## config.mk

```make
export PLATFORM = sky130hd
export DESIGN_NAME = wb_port_arbiter
export DESIGN_NICKNAME = d
export VERILOG_FILES = /design/src/rtl/wb_port_arbiter_pkg.sv /design/src/rtl/wb_port_arbiter_rr_pick.sv /design/src/rtl/wb_port_arbiter.sv
export SDC_FILE = /design/constraint.sdc
export NUM_CORES = 1
export LEC_CHECK = 0
export ABC_AREA = 1
export CAP_MARGIN = 10
export CORE_AREA = 10 10 82 84
export DETAILED_ROUTE_END_ITERATION = 10
export DIE_AREA = 0 0 92 94
export MAX_ROUTING_LAYER = met4
export PLACE_DENSITY = 0.86
export SLEW_MARGIN = 15
export SYNTH_ARGS = -nofsm -noshare
export SYNTH_HDL_FRONTEND = slang
export SYNTH_SLANG_ARGS = --single-unit
```

## constraint.sdc

```tcl
create_clock -name clk -period 6.25 [get_ports clk]
set_input_delay 1.25 -clock clk [delete_from_list [all_inputs] [get_ports clk]]
set_output_delay 1.25 -clock clk [all_outputs]
set_load 0.05 [all_outputs]
```

## src/rtl/wb_port_arbiter_pkg.sv

```systemverilog
// Shared constants and helpers for the write-back port arbiter.
// Register id 0 means "no destination" throughout the codebase.
package wb_port_arbiter_pkg;

    localparam int WB_NUM_FU_DEFAULT  = 4;
    localparam int WB_NUM_REG_DEFAULT = 8;
    localparam int WB_REG_BIT_DEFAULT = 16;
    localparam int WB_REG_ID_NONE     = 0;

    // Increment with wrap at n; n need not be a power of two.
    function automatic int wb_wrap_inc(input int v, input int n);
        return (v + 1 >= n) ? 0 : v + 1;
    endfunction

endpackage

```

## src/rtl/wb_port_arbiter_rr_pick.sv

```systemverilog
// Combinational round-robin picker: the first set request at or after ptr wins.
// Rotates req so that ptr lands at bit 0, priority-finds, then rotates the index back.
module rr_pick #(
    parameter int N = 4,
    localparam int PW = (N > 1) ? $clog2(N) : 1
) (
    input  logic [N-1:0]  req,
    input  logic [PW-1:0] ptr,
    output logic [N-1:0]  grant,
    output logic [PW-1:0] gnt_id,
    output logic          any
);

    logic [2*N-1:0] doubled;
    logic [N-1:0]   rotated;
    logic [PW-1:0]  offset;
    int             abs_id;

    always_comb begin
        doubled = {req, req};
        rotated = N'(doubled >> ptr);
        offset  = '0;
        for (int i = N - 1; i >= 0; i--) begin
            if (rotated[i]) offset = PW'(i);
        end
        abs_id = int'(offset) + int'(ptr);
        if (abs_id >= N) abs_id = abs_id - N;
        gnt_id = PW'(abs_id);
        any    = |req;
        grant  = any ? (N'(1) << gnt_id) : '0;
    end

endmodule

```

## src/rtl/wb_port_arbiter.sv

```systemverilog
// Shares one register-file write port among NUM_FU write-back requesters with
// round-robin grant and a single registered output slot.
module wb_port_arbiter
    import wb_port_arbiter_pkg::*;
#(
    parameter int NUM_FU  = WB_NUM_FU_DEFAULT,
    parameter int NUM_REG = WB_NUM_REG_DEFAULT,
    parameter int REG_BIT = WB_REG_BIT_DEFAULT,
    localparam int REG_ID_BIT = $clog2(NUM_REG),
    localparam int FU_ID_BIT  = (NUM_FU > 1) ? $clog2(NUM_FU) : 1
) (
    input  logic                         clk,
    input  logic                         rst_n,
    input  logic [NUM_FU-1:0]            fu2arb_write_vld,
    output logic [NUM_FU-1:0]            fu2arb_write_rdy,
    input  logic [NUM_FU*REG_ID_BIT-1:0] fu2arb_write_reg_id,
    input  logic [NUM_FU*REG_BIT-1:0]    fu2arb_write_data,
    output logic                         arb2sb_write_vld,
    input  logic                         arb2sb_write_rdy,
    output logic [REG_ID_BIT-1:0]        arb2sb_write_reg_id,
    output logic [REG_BIT-1:0]           arb2sb_write_data,
    output logic [FU_ID_BIT-1:0]         arb2sb_write_fu,
    output logic [NUM_REG-1:0]           arb_reg_inflight
);

    logic [REG_ID_BIT-1:0] req_id   [NUM_FU];
    logic [REG_BIT-1:0]    req_data [NUM_FU];
    logic [NUM_FU-1:0]     eligible;
    logic [NUM_FU-1:0]     drop;
    logic [NUM_FU-1:0]     pick_grant;
    logic [FU_ID_BIT-1:0]  pick_id;
    logic                  pick_any;
    logic                  slot_free;
    logic                  do_grant;

    logic                  out_vld_q;
    logic [REG_ID_BIT-1:0] out_id_q;
    logic [REG_BIT-1:0]    out_data_q;
    logic [FU_ID_BIT-1:0]  out_fu_q;
    logic [FU_ID_BIT-1:0]  ptr_q;

    // Id-0 writes have nowhere to go, so they are acked and dropped without using the slot.
    always_comb begin
        for (int i = 0; i < NUM_FU; i++) begin
            req_id[i]   = fu2arb_write_reg_id[i*REG_ID_BIT +: REG_ID_BIT];
            req_data[i] = fu2arb_write_data[i*REG_BIT +: REG_BIT];
            eligible[i] = fu2arb_write_vld[i] && (int'(req_id[i]) != WB_REG_ID_NONE);
            drop[i]     = fu2arb_write_vld[i] && (int'(req_id[i]) == WB_REG_ID_NONE);
        end
    end

    rr_pick #(.N(NUM_FU)) u_pick (
        .req    (eligible),
        .ptr    (ptr_q),
        .grant  (pick_grant),
        .gnt_id (pick_id),
        .any    (pick_any)
    );

    // Nothing is acked while reset is asserted, since the write would be lost.
    assign slot_free        = !out_vld_q || arb2sb_write_rdy;
    assign do_grant         = rst_n && slot_free && pick_any;
    assign fu2arb_write_rdy = (rst_n ? drop : '0) | (do_grant ? pick_grant : '0);

    always_ff @(posedge clk or negedge rst_n) begin
        if (!rst_n) begin
            out_vld_q  <= 1'b0;
            out_id_q   <= '0;
            out_data_q <= '0;
            out_fu_q   <= '0;
            ptr_q      <= '0;
        end else if (do_grant) begin
            out_vld_q  <= 1'b1;
            out_id_q   <= req_id[pick_id];
            out_data_q <= req_data[pick_id];
            out_fu_q   <= pick_id;
            ptr_q      <= FU_ID_BIT'(wb_wrap_inc(int'(pick_id), NUM_FU));
        end else if (out_vld_q && arb2sb_write_rdy) begin
            out_vld_q  <= 1'b0;
        end
    end

    assign arb2sb_write_vld    = out_vld_q;
    assign arb2sb_write_reg_id = out_id_q;
    assign arb2sb_write_data   = out_data_q;
    assign arb2sb_write_fu     = out_fu_q;

    // Lets the scoreboard keep the write-pending flag until the held write leaves.
    assign arb_reg_inflight = out_vld_q ? (NUM_REG'(1) << out_id_q) : '0;

endmodule

```

==> flow_metrics.py, run 1 <==
metrics = {
    "sta": {
        "finalSetupViolCount": 0,
        "rsz0062_at_grt": "false",
        "fin_tns_setup_ns": 0,
        "fmax_mhz": 173,
        "worst_pin_slew_ns": 0.791,
        "hold_viol": 0,
        "period_needed_ns": 5.79,
        "slew_violations": 0,
        "period_share_pct": 92.7,
        "finalClockSkew_ns": 0.00442,
        "max_slew_margin_pct": 47.2,
    },
    "setup_path": {
        "crit_top_cell": "nand2_2",
        "slowest_stage": "nand2_2",
        "start_kind": "input pin",
        "cp-end-kind": "output port",
        "crit_chain": "clkdlybuf4s50_1, nor2_2, nand2_2, nand3_1, nand2_2, o21ai_2, inv_1, a21oi_1, nor2_1, ha_2, xor2_1, inv_1, nand3_2, nand2_2, ha_1, nand2_1, o31ai_1, buf_12",
        "path_class": "in2out",
        "crit_path_max_incr_delay_ns": 0.56,
        "crit_arrival_ns": 4.54,
        "ff2ff_path_depth": 14,
        "worst_ep_required_time_ns": 5.00,
        "regToRegSetupSlack_ns": 3.12,
        "crit_fanout": 22,
    },
    "cells_and_area": {
        "final_util_pct": 66.3,
        "fin_area_um2": 3360,
        "antenna_cells": 0,
        "layout.nets": 478,
        "finalNonFillerCells": 460,
        "areaGrowthSynthToFinish_pct": 56.5,
        "drive_above_1_share_pct": 11.0,
    },
    "die": {
        "rows": 26,
        "fp.dieArea_um2": 8650,
        "die_x_um": 92,
        "die_y_um": 94,
        "ios": 117,
        "start_util_pct": 42.4,
        "coreArea_um2": 5070,
    },
    "grt": {
        "grt_antenna_before_repair": 0,
        "globalRouteOverflowTotal": 0,
        "grt-busiest-layer": "met2",
        "gr-usage-all-layers_pct": 16.9,
        "use_met3_pct": 2.72,
        "grt_max_degree": 29,
        "grt_pass1_wl_um": 11800,
        "use_met2_pct": 29.3,
        "gr-usage-met1_pct": 20.5,
        "grt_pass1_vias": 2349,
    },
    "synthesis": {
        "ys_types": 26,
        "syn_nets": 369,
        "synth_edf_count": 0,
        "ys.flop_type": "dfrtp_1",
        "ys_seq_elements": 24,
        "syn_avg_cell_area_um2": 7.62,
        "synthArstFlopShare_pct": 100,
        "ys_seq_area_share_pct": 27.9,
        "syn_area_um2": 2150,
        "netlist_instances": 282,
        "yosysWarningCount": 0,
    },
    "power_and_ir_drop": {
        "power.leakage_uw": 0.00164,
        "power_density_nw_per_um2": 650,
        "vdd_drop_max_v": 0.000403,
    },
    "clock_network": {
        "post-cts-setup-buffers": 0,
        "cts_root_buf": "clkbuf_8",
        "cts_sinks": 24,
        "cts-buffers-inserted": 3,
        "clkTransAtPathRegs_ns": 0.09,
        "cts_buffer_depth": 2,
        "ctsResizeCount": 0,
        "hold_buffers": 0,
        "h-tree-depth": 1,
        "tritoncts": "done",
        "insertion_delay_ns": 0.26,
    },
    "route": {
        "vias": 2291,
        "drt_iter0_drc": 126,
        "dr.pass1.iters": 5,
        "final_antenna_net_count": 0,
        "wl_um": 7440,
        "via_per_inst": 4.98,
        "wl_per_cell_um": 16.2,
        "drc": 0,
    },
    "placed_design": {
        "gp_congestion": 0.904,
        "place_area_um2": 3290,
        "post-dp-hpwl_um": 6010,
        "dpl.cell_count": 456,
        "port_buffers": 116,
    },
    "worst_hold_path": {
        "hp-class": "reg2reg",
        "hold_depth": 2,
    },
    "outcome": {
        "outcome": "complete, no violations",
    },
    "run": {
        "cap_violations": 0,
    },
}
-- metal layers --
layer	share of wire [%]	vias to the layer above	routed length, um
li1	-	1134	-
met1	44	1040	3280
met2	50	111	3690
met3	5.5	6	411
met4	0.62	0	46
met5	0	-	0
-- synthesized netlist by cell type (2+ instances only) --
cell,instances,share of area (%)
nand2_1,84,15
dfrtp_1,24,28
buf_2,2,0.47
buf_6,5,2.6
nand3_2,13,6.1
clkbuf_1,2,0.35
nand3_1,39,9.1
o31ai_1,2,0.70
buf_12,2,1.9
ha_1,4,2.3
inv_1,21,3.7
mux2i_1,35,16
a21oi_1,4,0.93
nor2_2,3,0.87
o21ai_0,5,1.2
clkbuf_8,3,1.9
nor2_1,15,2.6
nand2_2,11,3.2
-- final cells by class --
| type | count | area (um2) |
|---|---|---|
| sequential | 24 | 601 |
| multi-input combinational | 221 | 1300 |
| inverter | 22 | 82.6 |
| clock inverter | 1 | 30.0 |
| tap | 70 | 87.6 |
| clock buffer | 3 | 41.3 |
| timing repair buffer | 119 | 1220 |
| fill | 454 | 1710 |
-- cell usage in the layout (no fill, tap or decap) --
master           instances
nor3_1                   1
ha_2                     1
a21oi_1                  4
buf_4                    3
nor2_2                   3
o31ai_1                  2
nand3_2                 13
nor2_1                  15
nand2_1                 84
nand3_1                 39
ha_1                     3
inv_1                   21
nor2_4                   1
o21ai_0                  5
buf_12                   4
clkbuf_8                 3
o22ai_1                  1
xor2_1                   1
clkdlybuf4s50_1        112
nand2_4                  1
bufinv_16                1
inv_2                    1
mux2i_1                 35
o21ai_2                  1
dfrtp_1                 24
nand2_2                 11
-- cells by family after synthesis --
family / share of synthesized area, %
AND/OR/NAND/NOR: 37.8
buffers and inverters: 11.8
multiplexers: 16.3
flip-flops: 27.9
AO/OA/AOI/OAI: 3.49
adder cells (fa/ha/maj): 2.33
XOR/XNOR: 0.408
-- metrics by stage --
stage	power (uW)	hold WS, ns	setup WS (ns)
6_report	2190	0.486	0.455
5_1_grt	2360	0.509	0.175
4_1_cts	2200	0.488	0.421
3_5_place_dp	2060	0.464	0.429
3_3_place_gp	2030	0.462	0.547
2_1_floorplan	1730	0.643	1.71
-- worst max-delay path: cells and delay by family --
family | cells | cell delay (ns)
AOI/OAI and AO/OA | 3 | 0.39
buffers and inverters | 4 | 0.78
and+or+nand+nor | 8 | 1.53
adders and majority gates | 2 | 0.40
xor gates and xnor gates | 1 | 0.17
-- registers in the layout (all words and copies together) (netlist names) --
register,flops
arb2sb_write_reg_id,3
arb2sb_write_data,16
ptr_q,2
arb2sb_write_vld,1
arb2sb_write_fu,2
-- worst paths after layout --
check,start,endpoint
max in group asynchronous,rst_n,arb2sb_write_data[13]
worst min register to register,arb2sb_write_data[2],arb2sb_write_data[2]
worst min-delay path,arb2sb_write_data[2],arb2sb_write_data[2]
worst max register to register,ptr_q[1],ptr_q[1]
worst max-delay path,fu2arb_write_reg_id[6],fu2arb_write_rdy[2]
min in group asynchronous,rst_n,arb2sb_write_data[12]
-- power by group --
part / internal, uW / switching [uW]
sequential: 234 / 56.7
clock: 85.5 / 52.1
combinational: 657 / 1100
(Power assumes the default switching activity.)
==> run 2: changes to the inputs <==
==> constraint.sdc (replaced) <==
create_clock -name clk -period 6.25 [get_ports clk]
set_input_delay 1.875 -clock clk [delete_from_list [all_inputs] [get_ports clk]]
set_output_delay 1.875 -clock clk [all_outputs]
set_load 0.05 [all_outputs]
==> run 2 against run 1 <==
Sequential share of layout area fell by 0.68 points. Design area rose by 3.9%. Global-route usage rose by 0.26 points. Power rose by 5.1%. Fmax fell by 7.2%. Combinational power rose by 6%. Sequential cell count did not move. Core utilization rose by 2.6 points. Clock skew fell by 0.0023 ns.
==> flow_metrics.py, run 2 (same netlist as run 1, synthesis figures left out) <==
metrics = {
    "outcome": {
        "outcome": "complete, no violations",
    },
    "clock_network": {
        "cts_buffer_depth": 2,
        "clkTransAtPathRegs_ns": 0.09,
        "h-tree-depth": 1,
        "tritoncts": "done",
        "hold_buffers": 0,
        "insertion_delay_ns": 0.26,
        "cts_sinks": 24,
        "cts-buffers-inserted": 3,
        "cts_root_buf": "clkbuf_8",
    },
    "die": {
        "rows": 26,
        "ios": 117,
        "die_x_um": 92,
        "coreArea_um2": 5070,
        "start_util_pct": 42.4,
        "die_y_um": 94,
        "fp.dieArea_um2": 8650,
    },
    "sta": {
        "fin_ws_ns": 0.00671,
        "finalClockSkew_ns": 0.00209,
        "fmax_mhz": 160,
        "period_needed_ns": 6.24,
        "worst_pin_slew_ns": 0.538,
        "slew_violations": 0,
        "period_share_pct": 99.9,
        "max_slew_margin_pct": 64.0,
        "hold_viol": 0,
        "finalSetupViolCount": 0,
        "hold_slack_ns": 0.485,
    },
    "route": {
        "wl_per_cell_um": 16.5,
        "drc": 0,
        "wl_um": 7740,
        "drt_iter0_drc": 125,
        "via_per_inst": 4.96,
        "final_antenna_net_count": 0,
        "dr.pass1.iters": 4,
        "vias": 2328,
    },
    "placed_design": {
        "dp_slack_ns": 0.107,
        "dpl.cell_count": 463,
        "post-dp-hpwl_um": 6200,
        "gp_congestion": 0.925,
        "port_buffers": 116,
    },
    "worst_hold_path": {
        "hp-class": "reg2reg",
        "hold_start": "arb2sb_write_data[13]",
    },
    "cells_and_area": {
        "areaGrowthSynthToFinish_pct": 62.7,
        "mostFrequentLayoutCells": "106 x clkdlybuf4s50_1, 82 x nand2_1, 35 x mux2i_1",
        "drive_above_1_share_pct": 15.0,
        "finalNonFillerCells": 469,
        "layout.nets": 487,
        "final_common_cell": "clkdlybuf4s50_1",
        "final_util_pct": 68.9,
        "antenna_cells": 0,
        "largest_register_ffs": 16,
    },
    "setup_path": {
        "start_kind": "input pin",
        "crit_arrival_ns": 4.37,
        "worst_ep_required_time_ns": 4.38,
        "slowest_stage": "clkdlybuf4s50_1",
        "crit_fanout": 4,
        "path_class": "in2out",
        "r2r-start": "ptr_q[0]",
        "cp-end-kind": "output port",
        "crit_path_max_incr_delay_ns": 0.48,
        "crit_start": "fu2arb_write_reg_id[0]",
        "crit_chain": "clkdlybuf4s50_1, nor2_1, nand2_2, nand3_2, nand3_2, o21ai_2, inv_1, a21oi_1, nor2_1, ha_2, xor2_1, buf_4, nand2_4, nand2_4, ha_1, nand2_1, o31ai_1, bufbuf_16",
    },
    "grt": {
        "globalRouteOverflowTotal": 0,
        "grt_pass1_wl_um": 12000,
        "grt_max_degree": 25,
        "grt_pass1_vias": 2466,
        "grt_antenna_before_repair": 0,
        "gr-usage-all-layers_pct": 17.1,
    },
    "run": {
        "cap_violations": 0,
    },
    "power_and_ir_drop": {
        "vdd_drop_max_v": 0.000443,
        "power_density_nw_per_um2": 657,
        "power.leakage_uw": 0.00175,
    },
}
==> run 2: cell type report <==
type	count	area, um2
Timing Repair Buffer	128	1320
Clock buffer	3	41.3
Multi-Input combinational cell	221	1340
Clock inverter	1	30.0
Inverter	22	82.6
Sequential cell	24	601
Fill cell	412	1580
Tap cell	70	87.6
==> run 2: final timing paths <==
| path | end | slack [ns] | cells after the start |
|---|---|---|---|
| max in group asynchronous | ptr_q[1] | 4.05 | 2 |
| hold reg to reg | arb2sb_write_data[13] | 0.49 | 2 |
| hold / removal | arb2sb_write_data[13] | 0.49 | 2 |
| setup reg to reg | arb2sb_write_reg_id[0] | 3.65 | 13 |
| setup / recovery | fu2arb_write_rdy[3] | 0.007 | 18 |
| min in group asynchronous | arb2sb_write_data[9] | 1.99 | 2 |
==> run 2: power breakdown <==
part	internal [uW]	total [uW]	switching (uW)	leakage, uW
combinational	728	1870	1140	0.00143
clock	85.6	138	52.2	0.0000357
sequential	234	294	60.5	0.000289
total	1050	2300	1250	0.00175
==> run 2: per-stage QoR <==
step | setup TNS (ns) | instance area, um2 | total power [uW]
global placement | 0 | 3350 | 2090
floorplan | 0 | 2150 | 1730
detailed placement | 0 | 3350 | 2120
CTS | 0 | 3420 | 2270
global route | -0.0810 | 3500 | 2470
finish | 0 | 3500 | 2300
==> run 2: repair_timing <==
action | CTS | global route
setup endpoints to repair | 0 | 2
hold endpoints to repair | 0 | 0
gates resized for setup | 0 | 16
buffers inserted | 0 | 2
==> run 2: per-layer routing <==
| layer | track usage, % | up-vias | wire length, um |
|---|---|---|---|
| met5 | - | - | 0 |
| met4 | 3.08 | 0 | 62 |
| met3 | 2.80 | 6 | 312 |
| met2 | 30.5 | 74 | 3920 |
| met1 | 20.0 | 1093 | 3450 |
| li1 | - | 1155 | - |
==> run 2: critical path, delay by kind of cell <==
family | cells | cell delay, ns
buf+inv | 4 | 1.01
simple gates | 8 | 0.76
fa+ha+maj | 2 | 0.34
compound gates | 3 | 0.20
xor+xnor | 1 | 0.18
==> run 3: changes to the inputs <==
==> constraint.sdc (replaced) <==
create_clock -name clk -period 6.25 [get_ports clk]
set_input_delay 0.9375 -clock clk [delete_from_list [all_inputs] [get_ports clk]]
set_output_delay 0.9375 -clock clk [all_outputs]
set_load 0.05 [all_outputs]
==> run 3 against run 2 <==
Wire length down 4.6%. Critical endpoint is now fu2arb_write_rdy[2]. Clock skew rose by 0.0079 ns. Critical path type unchanged. Sequential power barely moved. Combinational power fell by 7%. Register-to-register slack got worse by 0.34 ns.
==> flow_metrics.py, run 3 (same netlist as run 1, synthesis figures left out) <==
metrics = {
    "power_and_ir_drop": {
        "vdd_drop_max_v": 0.000391,
        "power.leakage_uw": 0.00162,
        "power_uw": 2140,
        "power_density_nw_per_um2": 643,
    },
    "worst_hold_path": {
        "hold_depth": 2,
        "hp-class": "reg2reg",
    },
    "setup_path": {
        "slowest_stage": "clkdlybuf4s50_1",
        "cp-end-kind": "output port",
        "crit_arrival_ns": 4.49,
        "regToRegSetupSlack_ns": 3.31,
        "crit_path_max_incr_delay_ns": 0.84,
        "path_class": "in2out",
        "start_kind": "input pin",
        "crit_fanout": 22,
        "crit_chain": "clkdlybuf4s50_1, nor2_2, nand2_2, nand3_1, nand3_1, nand2_1, a21oi_1, nor2_1, ha_2, xor2_1, nand2_4, nand2_2, ha_1, nand2_1, o31ai_1, clkdlybuf4s50_1",
        "ff2ff_path_depth": 13,
        "worst_ep_required_time_ns": 5.31,
    },
    "cells_and_area": {
        "areaGrowthSynthToFinish_pct": 55.2,
        "mostFrequentLayoutCells": "114 x clkdlybuf4s50_1, 84 x nand2_1, 39 x nand3_1",
        "antenna_cells": 0,
        "final_common_cell": "clkdlybuf4s50_1",
        "layout.nets": 479,
        "drive_above_1_share_pct": 10.7,
        "largest_register_ffs": 16,
    },
    "sta": {
        "slew_violations": 0,
        "hold_viol": 0,
        "rsz0062_at_grt": "false",
        "fin_tns_setup_ns": 0,
        "max_slew_margin_pct": 48.0,
        "fmax_mhz": 184,
        "period_needed_ns": 5.42,
        "period_share_pct": 86.8,
        "finalSetupViolCount": 0,
        "worst_pin_slew_ns": 0.779,
        "finalClockSkew_ns": 0.00995,
    },
    "outcome": {
        "outcome": "complete, no violations",
    },
    "die": {
        "ios": 117,
        "die_x_um": 92,
        "rows": 26,
        "coreArea_um2": 5070,
        "fp.dieArea_um2": 8650,
        "start_util_pct": 42.4,
        "die_y_um": 94,
    },
    "clock_network": {
        "insertion_delay_ns": 0.27,
        "ctsResizeCount": 0,
        "tritoncts": "done",
        "cts_sinks": 24,
        "hold_buffers": 0,
        "cts-buffers-inserted": 3,
        "cts_buffer_depth": 2,
        "clkTransAtPathRegs_ns": 0.08,
        "post-cts-setup-buffers": 0,
        "h-tree-depth": 1,
        "cts_root_buf": "clkbuf_8",
    },
    "route": {
        "wl_um": 7380,
        "vias": 2286,
        "drt_iter0_drc": 108,
        "final_antenna_net_count": 0,
        "drc": 0,
        "via_per_inst": 4.96,
        "wl_per_cell_um": 16.0,
        "dr.pass1.iters": 4,
    },
    "grt": {
        "gr-usage-all-layers_pct": 16.5,
        "grt_antenna_before_repair": 0,
        "globalRouteOverflowTotal": 0,
        "use_met2_pct": 30.0,
        "grt_pass1_wl_um": 11500,
        "grt_max_degree": 29,
        "grt_pass1_vias": 2388,
        "grt-busiest-layer": "met2",
        "use_met3_pct": 2.96,
        "gr-usage-met1_pct": 18.7,
    },
    "placed_design": {
        "gp_congestion": 0.931,
        "port_buffers": 116,
        "post-dp-hpwl_um": 6000,
    },
    "run": {
        "cap_violations": 0,
    },
}
==> run 3: where the power goes <==
group,internal [uW],total [uW],switching (uW)
clock,56.2,108,52.0
combinational,650,1740,1090
sequential,234,292,58.2
total,939,2140,1200
==> run 3: per-stage QoR <==
stage          worst slack [ns]  util [%]  instance area, um2  std cells  hold slack [ns]
5_1_grt                   0.546      65.7                3340        461            0.508
6_report                  0.826      65.7                3340        461            0.488
4_1_cts                   0.819      65.7                3340        461            0.492
3_5_place_dp              0.822      64.6                3280        457            0.469
2_1_floorplan              2.34         -                2150        282            0.642
3_3_place_gp              0.952      64.6                3280        457            0.463
==> run 3: final timing paths <==
check	start	to
min	arb2sb_write_data[8]	arb2sb_write_data[8]
min in group asynchronous	rst_n	arb2sb_write_data[3]
max reg2reg	ptr_q[0]	arb2sb_write_reg_id[0]
max	fu2arb_write_reg_id[9]	fu2arb_write_rdy[2]
max in group asynchronous	rst_n	arb2sb_write_data[13]
min reg2reg	arb2sb_write_data[8]	arb2sb_write_data[8]
==> run 3: per-layer routing <==
| metal | part of all wire, % | wire (um) |
|---|---|---|
| met1 | 43 | 3180 |
| met2 | 51 | 3760 |
| met3 | 5.6 | 417 |
| met4 | 0.34 | 25 |
| met5 | 0 | 0 |
==> run 3: worst max-delay path: cells and delay by family <==
kind	cells	cell delay (ns)
adder cells (fa/ha/maj)	2	0.42
buffers and inverters	2	1.28
AND/OR/NAND/NOR	9	1.42
AO/OA/AOI/OAI	2	0.14
XOR/XNOR	1	0.28
==> run 3: final cells by class <==
class,instances,area [um2]
tap,70,87.6
sequential,24,601
inverter,22,82.6
fill,454,1740
clock buffer,4,55.1
timing repair buffer,120,1210
multi-input combinational,221,1300
